$ cat config.mk
export PLATFORM = sky130hd
export DESIGN_NAME = unary_add_n
export DESIGN_NICKNAME = d
export VERILOG_FILES = /design/src/rtl/unary_pkg.sv /design/src/rtl/unary_popcount.sv /design/src/rtl/unary_add_n.sv
export SDC_FILE = /design/constraint.sdc
export NUM_CORES = 1
export LEC_CHECK = 0
export CAP_MARGIN = 0
export CORE_UTILIZATION = 50
export CTS_BUF_LIST = sky130_fd_sc_hd__clkbuf_16
export DETAILED_ROUTE_END_ITERATION = 12
export PLACE_DENSITY = 0.78
export SLEW_MARGIN = 20
export SYNTH_ARGS = -nofsm -noshare
export SYNTH_HDL_FRONTEND = slang
export SYNTH_HIERARCHICAL = 1
export SYNTH_SLANG_ARGS = --single-unit
$ cat constraint.sdc
create_clock -name clk -period 7.55 [get_ports clk]
set_clock_uncertainty 0.15 [all_clocks]
set_input_delay 0.755 -clock clk [delete_from_list [all_inputs] [get_ports clk]]
set_output_delay 0.755 -clock clk [all_outputs]
set_load 0.02 [all_outputs]
$ cat src/rtl/unary_pkg.sv
// Shared types for the unary accumulator/emitter: FSM state encoding and popcount width helper.
package unary_pkg;

  typedef enum logic [1:0] {
    S_IDLE,
    S_READ,
    S_WRITE
  } state_t;

  // Bits needed to hold a popcount of n inputs (0..n).
  function automatic int unsigned pc_width(input int unsigned n);
    return $clog2(n + 1);
  endfunction

endpackage

$ cat src/rtl/unary_popcount.sv
// Combinational popcount of NUM_IN unary input bits.
module unary_popcount
  import unary_pkg::*;
#(
  parameter int unsigned NUM_IN = 4,
  localparam int unsigned PC_W = pc_width(NUM_IN)
) (
  input  logic [NUM_IN-1:0] din,
  output logic [PC_W-1:0]   pc
);

  always_comb begin
    pc = '0;
    for (int unsigned i = 0; i < NUM_IN; i++) begin
      pc = pc + PC_W'(din[i]);
    end
  end

endmodule

$ cat src/rtl/unary_add_n.sv
// Multi-channel unary accumulator/emitter: accumulates input popcounts, then drains the count as a unary stream.
// Optional build macro UNARY_ADD_SAT_EN: saturate the counter at MAX instead of wrapping.
module unary_add_n
  import unary_pkg::*;
#(
  parameter int unsigned NUM_IN = 4,
  parameter int unsigned CNT_W  = 14
) (
  input  logic              clk,
  input  logic              rst,
  input  logic              en,
  input  logic              read_or_write,
  input  logic [NUM_IN-1:0] din,
  output logic              dout,
  output logic              C,
  output logic              ovf,
  output logic              done,
  output logic              busy,
  output logic [CNT_W-1:0]  count_q
);

  localparam int unsigned PC_W  = pc_width(NUM_IN);
  localparam int unsigned SUM_W = CNT_W + 1;
  localparam logic [SUM_W-1:0] MAX = {1'b0, {CNT_W{1'b1}}};

  state_t           state;
  logic [PC_W-1:0]  pc;
  logic [SUM_W-1:0] sum;
  logic             over;

  unary_popcount #(.NUM_IN(NUM_IN)) u_popcount (
    .din (din),
    .pc  (pc)
  );

  assign sum  = {1'b0, count_q} + SUM_W'(pc);
  assign over = (sum > MAX);
  assign busy = (state == S_WRITE);

  always_ff @(posedge clk) begin
    if (rst) begin
      state   <= S_IDLE;
      count_q <= '0;
      dout    <= 1'b0;
      C       <= 1'b0;
      ovf     <= 1'b0;
      done    <= 1'b0;
    end else if (!en) begin
      done <= 1'b0;
    end else if (!read_or_write) begin
      state <= S_READ;
      C     <= over;
      ovf   <= ovf | over;
      dout  <= 1'b0;
      done  <= 1'b0;
`ifdef UNARY_ADD_SAT_EN
      count_q <= over ? '1 : sum[CNT_W-1:0];
`else
      count_q <= sum[CNT_W-1:0];
`endif
    end else begin
      C <= 1'b0;
      if (count_q != '0) begin
        dout    <= 1'b1;
        count_q <= count_q - CNT_W'(1);
        done    <= (count_q == CNT_W'(1));
        // Drain completes only from S_WRITE; entering with count==1 still passes through S_WRITE.
        state   <= (state == S_WRITE && count_q == CNT_W'(1)) ? S_IDLE : S_WRITE;
      end else begin
        dout  <= 1'b0;
        done  <= 1'b0;
        state <= S_IDLE;
      end
    end
  end

endmodule

---- After elaboration in Yosys (flattened, before gate mapping) ----
Cells that the tools add are included.
operators by class
  $add $sub $neg .......................... 5
  order comparisons ....................... 1
  equality and inequality tests ........... 3
  muxes and demuxes ....................... 8
  bitwise logic cells ..................... 4
  reduce and logical (&&, ||, !) cells .... 5
operator list
  kind                                                                                number
  14-bit 2-to-1 mux                                                                   2
  14-bit by 3-bit adder with 15-bit output                                            1
  15-bit by 14-bit greater-than comparator with 1-bit output (second input constant)  1
  14-bit by 1-bit equality test with 1-bit output (second input constant)             1
  14-bit nonzero test                                                                 1
  14-bit by 1-bit subtractor with 14-bit output (second input constant)               1
  3-bit by 1-bit adder with 3-bit output                                              2
  2-bit 2-to-1 mux                                                                    3
  2-bit AND reduction                                                                 2
  4-bit OR reduction                                                                  1
  1-bit 2-to-1 mux                                                                    3
  1-bit NOT                                                                           3
  1-bit by 1-bit adder with 2-bit output                                              1
  2-bit equality test (second input constant)                                         1
  2-bit by 1-bit != test with 1-bit output (second input constant)                    1
  1-bit logical AND                                                                   1
  1-bit OR                                                                            1
storage, ports and cells
  register bits ........................... 20
  bits of input ports ..................... 8
  output and inout port bits .............. 19

---- Logic depth before layout (Yosys ltp) ----
Gate-level depths: netlist of the first run.
  depth after elaboration ................. 6
  gate-level depth with buffers ........... 12
  depth with buffers taken out ............ 12

---- Hierarchy ----
Netlist of the first run, hierarchy kept.
by module, submodules not included
  module          instances  cells each  area each (µm²)
  unary_add_n     1          157         1,287.5
  unary_popcount  1          8           63.8

---- Least setup slack after synthesis of the first run ----
OpenSTA, ideal clock, no wires.
  path kind ............................... input port to flip-flop
  start ................................... input din[0]
  end ..................................... register count_q[8]
  arrival ................................. 3,230 ps
  required time ........................... 7,272 ps
  path slack .............................. 4,042 ps
  stages on the path ...................... 12
  buffers on the path ..................... 0
  cell sequence ........................... inv_1 -> fa_1 -> inv_1 -> ha_1 -> ha_1 -> inv_1 -> fa_1 -> nand2b_1 -> a2111oi_0 -> o21ai_2 -> xor2_1 -> nor2_1
on the way
  cells in the longest elaborated chain, start to end .. 5
ends and longest elaborated chain
  item                                                 line                  RTL
  start, declared                                      unary_add_n.sv:13     input logic [NUM_IN-1:0] din,
  1-bit by 1-bit adder with 2-bit output               unary_popcount.sv:15  pc = pc + PC_W'(din[i]);
  3-bit by 1-bit adder with 3-bit output (2 in a row)  unary_popcount.sv:15
  via pc[1]                                            unary_add_n.sv:27     logic [PC_W-1:0] pc;
  14-bit by 3-bit adder with 15-bit output             unary_add_n.sv:36     assign sum = {1'b0, count_q} + SUM_W'(pc);
  14-bit 2-to-1 mux                                    unary_add_n.sv:50     end else if (!read_or_write) begin
  end signal, assigned                                 unary_add_n.sv:59     count_q <= sum[CNT_W-1:0];
  end signal, assigned                                 unary_add_n.sv:65     count_q <= count_q - CNT_W'(1);
  end, declared                                        unary_add_n.sv:19     output logic [CNT_W-1:0] count_q
The timed path passes the listed nets, and every way through them passes these cells.
A chain may end at the register's enable or synchronous reset.

---- Worst setup path after layout of the first run ----
  start ................................... input din[0]
  end ..................................... register count_q[10]
The elaborated chain is that of the path after synthesis.

==> flow_summary_export.csv, run 1 <==
group,metric,value,unit
power,combPwrFrac,48.1,%
yosys,synth_top_cell_by_area,"dfxtp_1",
critical_path,path_class,"in -> reg",
cts,cts_max_level,1,
yosys,ys_ff_latch,20,
critical_path,cp.arrival,3970,ps
yosys,synth_area_per_cell,8.19,um^2
layout,mostFrequentLayoutCell,"clkdlybuf4s50_1",
critical_path,required,7510,ps
cts,cts_resized,0,
cts,cts_root_buf,"clkbuf_16",
sta,max_freq,250,MHz
flow_run,maxCapViolCount,0,
floorplan,core_region_area,0.00252,mm^2
sta,final-hold-violation-count,0,
run_status,status,"finished clean",
yosys,synth_top_area_share,29.6,%
routing,wirelength,3.46,mm
grt,gr-total-overflow,0,
layout,drive_gt1_share,7.57,%
cts,hold_buffers,0,
routing,drtAntennaViolNets,0,
floorplan,fp-row-count,18,
yosys,synth_cells,165,
layout,finish.net_count,203,
grt,grt_pass1_vias,1217,
routing,routed-via-count,1320,
layout,layout_common_cells,"clkdlybuf4s50_1 (26), dfxtp_1 (20), nor2_1 (17)",
cts,numCtsBuffers,3,
power,pwr-share-seq,30.9,%
power,netSwitchingFraction,41.5,%
sta,finalCritPeriodShare,53.0,%
routing,routedWlPerCell,16.1,um
floorplan,start_util,53.6,%
grt,grt_pass1_wl,5.52,mm
routing,drc_errors,0,
sta,setup_tns,0,ps
place,dpl.hpwl,2.45,mm
grt,grt_max_degree,20,
cts,cts_post_setup_buffers_inserted,0,
yosys,syn_area,0.00135,mm^2
sta,slew_viol_final,0,
yosys,yosys_warnings,6,
yosys,syn_nets,182,
grt,antenna_found_initial,0,
cts,path_clk_slew,60,ps
power,p_int,307,uW
power,power_switching,217,uW
layout,n_antenna_cell,0,
yosys,synth_edf_count,0,
floorplan,die_w,54.0,um
cts,cts_tree,"yes",
power,clkPwrFrac,21.1,%
sta,rsz0062_at_grt,"no",
place,place_congestion,0.855,
floorplan,chipHeight,54.0,um
routing,drt-initial-drc-count,56,
cts,cts_sinks,20,
yosys,synthArstFlopShare,0,%
routing,firstDrtPassIters,4,
place,io_buffers,26,
critical_path,end_kind,"flip-flop",
hold_path,holdCritPathClass,"reg -> reg",
power,finalPower,524,uW
sta,finalSetupViolations,0,
cts,clk_latency,250,ps
sta,worstMarginPinSlew,714,ps
power,powerDensity,314,mW/mm^2
routing,viasPerCell,6.14,
yosys,synth-seq-area-share,29.6,%
layout,num-fill-cells,209,
sta,setup_ws,3550,ps
layout,post-route-util,66.1,%
yosys,ys.flop_type,"dfxtp_1",
sta,min_period,4000,ps
floorplan,top_level_ports,27,
grt,groute.usage.overall,26.3,%
layout,area.growth.synth_to_final,23.3,%
cts,cts_buffer_depth,2,
sta,slew_headroom,52.3,%
critical_path,critPathLaunchType,"input pin",
yosys,synth_area_leaders,"dfxtp_1 (30%), ha_1 (6.5%), nor2_1 (4.7%), xor2_1 (4.5%), inv_1 (4.2%)",
floorplan,dieArea,0.00291,mm^2
power,peakVddDrop,0.200,mV
place,place_ws,3350,ps
critical_path,crit_fanout,6,
yosys,synth_cell_types,45,
power,leakage,0.000631,uW
[flip-flops by register name, summed over array words and instances, names as in the netlist]
register / count
count_q: 14
state: 2
C: 1
done: 1
dout: 1
ovf: 1
[power by group through the flow]
stage / Clock (uW) / Sequential, uW / Combinational (uW)
after floorplan: 0 / 171 / 170
after global placement: 0 / 161 / 238
after detailed placement: 0 / 162 / 245
after CTS: 111 / 160 / 249
after global routing: 115 / 165 / 274
final: 110 / 162 / 252
[layer usage]
layer | track usage, % | wire length [um] | up-vias | part of all wire [%]
li1 | - | - | 637 | -
met1 | 34.6 | 1500 | 606 | 43
met2 | 41.4 | 1670 | 68 | 48
met3 | 4.52 | 239 | 9 | 6.9
met4 | 12.0 | 48 | 0 | 1.4
met5 | 0 | 0 | - | 0
[through the flow]
| stage | hold slack (ps) | instance area (um^2) | instances |
|---|---|---|---|
| CTS | 304 | 1670 | 215 |
| floorplan | 267 | 1350 | 165 |
| global route | 331 | 1670 | 215 |
| finish | 298 | 1670 | 215 |
| detailed placement | 292 | 1590 | 211 |
| global placement | 286 | 1590 | 211 |
[area by class of cell]
type	instances	area (um^2)	area share [%]
inverter	15	56.3	3.38
clock buffer	3	75.1	4.50
multi-input combinational	120	833	50.0
tap	30	37.5	2.25
clock inverter	1	3.75	0.225
timing repair buffer	26	260	15.6
sequential	20	400	24.0
[logic make-up after synthesis]
group	synth area share [%]
muxes	0.741
xor gates and xnor gates	5.83
buffers and inverters	8.70
adders and majority gates	9.44
AOI/OAI and AO/OA	19.9
and+or+nand+nor	25.7
DFF	29.6
[synthesized netlist by cell type, drive strengths merged, types with 2 or more instances]
cell / instances
nand3: 6
a211oi: 3
nand2: 9
nor3: 5
dfxtp: 20
nand4: 4
a32oi: 2
xnor2: 2
or4: 2
clkbuf: 6
a2111oi: 2
fa: 2
nor4: 4
ha: 7
o21ai: 12
nand2b: 4
a21oi: 6
or2: 2
o41ai: 4
or3: 4
buf: 4
xor2: 7
inv: 15
nor2: 17
[worst paths after layout]
path	from	endpoint	slack [ps]	depth (start not counted)
worst max-delay path	din[0]	count_q[10]	3550	13
worst min-delay path	ovf	ovf	300	2
worst max register to register	count_q[1]	count_q[10]	5030	7
worst min register to register	ovf	ovf	300	2
[critical path, stage by stage]
cell and delay [ps]:
clkdlybuf4s50_1 470, inv_1 60, fa_1 520, inv_1 50, ha_1 170, ha_1 290, inv_1 60, fa_1 420
nand2b_1 250, a2111oi_0 550, o21ai_1 160, xor2_1 160, nor2_1 50
Note: power is estimated with default switching activity, not from simulation.
==> run 2, diff against run 1 <==
==> constraint.sdc (replaced) <==
create_clock -name clk -period 3.7 [get_ports clk]
set_clock_uncertainty 0.15 [all_clocks]
set_input_delay 0.37 -clock clk [delete_from_list [all_inputs] [get_ports clk]]
set_output_delay 0.37 -clock clk [all_outputs]
set_load 0.02 [all_outputs]
==> run 2 against run 1 <==
Sequential share of layout area is 0.30 points lower. Via count is 0.23% higher. Combinational power is 100% higher. First-iteration DRC count is 18% lower. Flip-flop and latch count stayed put. Count of clock-buffer cells in the layout stayed put. Highest routed layer unchanged. Wire length is 3.7% lower. Hold slack worse by 4.5 ps. Worst setup slack worse by 3400 ps. Final cell count is 0.93% higher. Power is 100% higher.
==> flow_summary_export.csv, run 2 (synthesis gave the netlist of run 1 again) <==
group,metric,value,unit
layout,post-route-util,66.9,%
routing,viasPerCell,6.10,
critical_path,crit_fanout,5,
floorplan,core_region_area,0.00252,mm^2
routing,wirelength,3.33,mm
routing,routedWlPerCell,15.4,um
power,leakage,0.000640,uW
power,peakVddDrop,0.366,mV
layout,drive_gt1_share,9.09,%
routing,firstDrtPassIters,4,
critical_path,cp.arrival,3590,ps
grt,antenna_found_initial,0,
floorplan,top_level_ports,27,
cts,cts_buffer_depth,2,
layout,largest_register,"count_q",
grt,grt_pass1_wl,5.34,mm
sta,finalSetupViolations,0,
layout,mostFrequentLayoutCell,"clkdlybuf4s50_1",
sta,max_freq,281,MHz
cts,cts_max_level,1,
routing,drc_errors,0,
place,io_buffers,26,
cts,hold_buffers,0,
sta,worstMarginPinSlew,731,ps
layout,layout_common_cells,"clkdlybuf4s50_1 (26), dfxtp_1 (20), nor2_1 (17)",
critical_path,end_kind,"flip-flop",
place,dpl.cell_count,213,
routing,routed-via-count,1323,
grt,groute.usage.overall,26.0,%
routing,drt-initial-drc-count,46,
sta,min_period,3560,ps
floorplan,dieArea,0.00291,mm^2
layout,area.growth.synth_to_final,24.9,%
critical_path,path_class,"in -> reg",
floorplan,die_w,54.0,um
layout,fin_cells,217,
grt,gr-total-overflow,0,
layout,num-fill-cells,220,
flow_run,maxCapViolCount,0,
hold_path,whs_path_depth,2,
sta,slew_viol_final,0,
routing,drtAntennaViolNets,0,
hold_path,holdCritPathClass,"reg -> reg",
power,finalPower,1070,uW
sta,rsz0062_at_grt,"no",
run_status,status,"finished clean",
cts,clk_latency,250,ps
layout,n_antenna_cell,0,
cts,path_clk_slew,60,ps
grt,grt_pass1_vias,1183,
sta,setup_tns,0,ps
floorplan,chipHeight,54.0,um
layout,finish.net_count,205,
layout,reg.largest.list,"count_q: 14 flops, state: 2 flops",
layout,largest_reg_flops,14,
cts,cts_tree,"yes",
cts,cts_root_buf,"clkbuf_16",
power,powerDensity,633,mW/mm^2
floorplan,start_util,53.6,%
cts,cts_sinks,20,
cts,cts_post_setup_buffers_inserted,0,
place,place_congestion,0.838,
sta,finalCritPeriodShare,96.3,%
critical_path,critPathLaunchType,"input pin",
critical_path,r2r_cells,8,
floorplan,fp-row-count,18,
sta,final-hold-violation-count,0,
place,dpl.hpwl,2.34,mm
cts,numCtsBuffers,3,
grt,grt_max_degree,20,
sta,slew_headroom,51.1,%
critical_path,required,3720,ps
-- run 2: cell count changes in the layout (fill, tap and decap cells not counted), sizes merged --
cell  previous run  this run
buf              0         2
-- run 2: area by class of cell --
| cell class | count | area (um^2) | area share, % |
|---|---|---|---|
| Clock inverter | 1 | 3.75 | 0.222 |
| Timing Repair Buffer | 28 | 275 | 16.3 |
| Multi-Input combinational cell | 120 | 840 | 49.7 |
| Inverter | 15 | 56.3 | 3.34 |
| Sequential cell | 20 | 400 | 23.7 |
| Tap cell | 30 | 37.5 | 2.22 |
| Clock buffer | 3 | 75.1 | 4.45 |
-- run 2: through the flow --
step	cell area [um^2]	setup WS (ps)	hold slack, ps
detailed placement	1600	-88.9	287
global route	1690	14.7	322
global placement	1600	-17.7	286
CTS	1680	61.6	298
floorplan	1350	577	267
finish	1690	138	294
-- run 2: what timing repair did --
| action | 4_1_cts | 5_1_grt |
|---|---|---|
| hold endpoints to repair | 0 | 0 |
| setup endpoints to repair | 0 | 1 |
| gates resized for setup | 0 | 2 |
-- run 2: routing by layer --
metal | track usage, % | vias up | wire [um]
li1 | - | 635 | -
met1 | 33.1 | 622 | 1470
met2 | 41.2 | 58 | 1600
met3 | 4.80 | 8 | 181
met4 | 13.7 | 0 | 88
met5 | 0 | - | 0
-- run 2: final timing paths --
kind,startpoint,end,slack (ps)
max,din[0],count_q[12],140
min,dout,dout,290
max reg2reg,count_q[0],count_q[12],1240
min reg2reg,dout,dout,290
-- run 2: report_power, final --
group	total, uW	internal, uW	switching (uW)
clock	228	144	83.5
combinational	510	228	282
sequential	330	258	71.2
total	1070	631	437
-- run 2: critical path: stages --
cell             delay (ps)
clkdlybuf4s50_1         460
inv_1                    50
fa_1                    530
inv_1                    50
ha_1                    190
ha_1                    300
inv_1                    60
fa_1                    400
nand2b_1                240
a21oi_1                 280
a32oi_1                 180
or3_1                   340
a21oi_1                 140
==> run 3, diff against run 2 <==
--- a/config.mk
+++ b/config.mk
@@ -9,6 +9,7 @@
 export CORE_UTILIZATION = 50
 export CTS_BUF_LIST = sky130_fd_sc_hd__clkbuf_16
 export DETAILED_ROUTE_END_ITERATION = 12
+export MAX_ROUTING_LAYER = met4
 export PLACE_DENSITY = 0.78
 export SLEW_MARGIN = 20
 export SYNTH_ARGS = -nofsm -noshare
==> constraint.sdc (replaced) <==
create_clock -name clk -period 4.18 [get_ports clk]
set_clock_uncertainty 0.15 [all_clocks]
set_input_delay 0.418 -clock clk [delete_from_list [all_inputs] [get_ports clk]]
set_output_delay 0.418 -clock clk [all_outputs]
set_load 0.02 [all_outputs]
==> run 3 against run 2 <==
Worst setup slack gained 380 ps. Global-route usage rose by 1.0 points. Register-to-register slack improved by 430 ps. Flip-flop and latch count unchanged. Power decreased by 11%. Combinational power is 11% lower. Critical endpoint is now count_q[10]. Largest power group unchanged.
==> flow_summary_export.csv, run 3 (synthesis gave the netlist of run 1 again) <==
group,metric,value,unit
critical_path,cp.arrival,3620,ps
grt,groute.usage.overall,27.0,%
sta,final-hold-violation-count,0,
routing,routed-via-count,1323,
sta,finalCritPeriodShare,87.6,%
cts,path_clk_slew,60,ps
grt,grt_pass1_vias,1216,
grt,antenna_found_initial,0,
layout,drive_gt1_share,7.57,%
layout,mostFrequentLayoutCell,"clkdlybuf4s50_1",
floorplan,dieArea,0.00291,mm^2
critical_path,crit_fanout,6,
sta,max_freq,273,MHz
critical_path,r2r_slack,1670,ps
floorplan,fp-row-count,18,
cts,cts_max_level,1,
routing,drc_errors,0,
floorplan,start_util,53.6,%
floorplan,top_level_ports,27,
layout,num-fill-cells,209,
critical_path,end_kind,"flip-flop",
critical_path,r2r_end,"count_q[10]",
critical_path,critPathLaunchType,"input pin",
layout,largest_register,"count_q",
hold_path,whs_path_depth,2,
cts,numCtsBuffers,3,
critical_path,required,4140,ps
power,powerDensity,568,mW/mm^2
layout,n_antenna_cell,0,
layout,register_area,400,um^2
critical_path,worstReg2RegStart,"count_q[1]",
routing,drt-initial-drc-count,60,
grt,grt_pass1_wl,5.53,mm
floorplan,die_w,54.0,um
place,io_buffers,26,
routing,wirelength,3.45,mm
sta,rsz0062_at_grt,"no",
power,leakage,0.000631,uW
critical_path,path_class,"in -> reg",
place,dpl.hpwl,2.45,mm
run_status,status,"finished clean",
sta,setup_tns,0,ps
cts,clk_latency,250,ps
sta,finalSetupViolations,0,
critical_path,crit_start,"din[0]",
layout,area.growth.synth_to_final,23.3,%
place,place_congestion,0.868,
routing,firstDrtPassIters,4,
layout,largest_reg_flops,14,
critical_path,r2r_cells,7,
cts,cts_tree,"yes",
power,finalPower,947,uW
flow_run,maxCapViolCount,0,
cts,hold_buffers,0,
critical_path,critPathCapture,"count_q[10]",
routing,drtAntennaViolNets,0,
cts,cts_resized,0,
power,peakVddDrop,0.361,mV
sta,worstMarginPinSlew,722,ps
routing,viasPerCell,6.15,
sta,slew_viol_final,0,
layout,multi_input_area,833,um^2
hold_path,holdCritPathClass,"reg -> reg",
sta,min_period,3660,ps
cts,cts_post_setup_buffers_inserted,0,
layout,reg.largest.list,"count_q: 14 flops, state: 2 flops",
cts,cts_root_buf,"clkbuf_16",
grt,grt_max_degree,20,
cts,cts_buffer_depth,2,
layout,layout_common_cells,"clkdlybuf4s50_1 (26), dfxtp_1 (20), nor2_1 (17)",
sta,slew_headroom,51.7,%
cts,cts_sinks,20,
routing,routedWlPerCell,16.0,um
grt,gr-total-overflow,0,
floorplan,chipHeight,54.0,um
floorplan,core_region_area,0.00252,mm^2
layout,finish.net_count,203,
run 3: cell types whose count changed in the layout (fill, tap and decap cells not counted):
cell / previous run / this run
a2111oi_0: 1 / 2
buf_4: 2 / 0
a2111oi_2: 1 / 0
run 3: power by group:
group	internal (uW)	switching, uW
Clock	128	72.7
Sequential	229	62.8
Combinational	198	257
run 3: cell type report:
| class | count | area share (%) |
|---|---|---|
| clock inverter | 1 | 0.225 |
| sequential | 20 | 24.0 |
| tap | 30 | 2.25 |
| clock buffer | 3 | 4.50 |
| inverter | 15 | 3.38 |
| timing repair buffer | 26 | 15.6 |
| multi-input combinational | 120 | 50.0 |
run 3: routing by layer:
metal | vias to the layer above | part of all wire, % | global-route usage [%]
met5 | - | 0 | -
met4 | 0 | 1.7 | 12.0
met3 | 11 | 5.3 | 4.52
met2 | 70 | 49 | 41.4
met1 | 608 | 44 | 34.6
li1 | 634 | - | -
run 3: worst min path at each step:
| stage | from | to | slack, ps |
|---|---|---|---|
| after CTS | dout | dout | 300 |
| after floorplan | state[1] | state[1] | 270 |
| after global routing | ovf | ovf | 330 |
| final | ovf | ovf | 300 |
| after detailed placement | dout | dout | 290 |
| after global placement | ovf | ovf | 290 |
run 3: worst max-delay path: stages:
cell and delay, ps:
clkdlybuf4s50_1 470, inv_1 60, fa_1 520, inv_1 50, ha_1 170, ha_1 290
inv_1 60, fa_1 420, nand2b_1 240, a2111oi_0 550, o21ai_1 160, xor2_1 160
nor2_1 50
run 3: metrics by stage:
step	hold WS (ps)	instance area [um^2]	std cells	setup slack, ps	utilization [%]
floorplan	267	1350	165	1010	-
CTS	304	1670	215	547	66.1
finish	299	1670	215	516	66.1
global placement	286	1590	211	384	62.9
detailed placement	292	1590	211	320	62.9
global route	331	1670	215	344	66.1
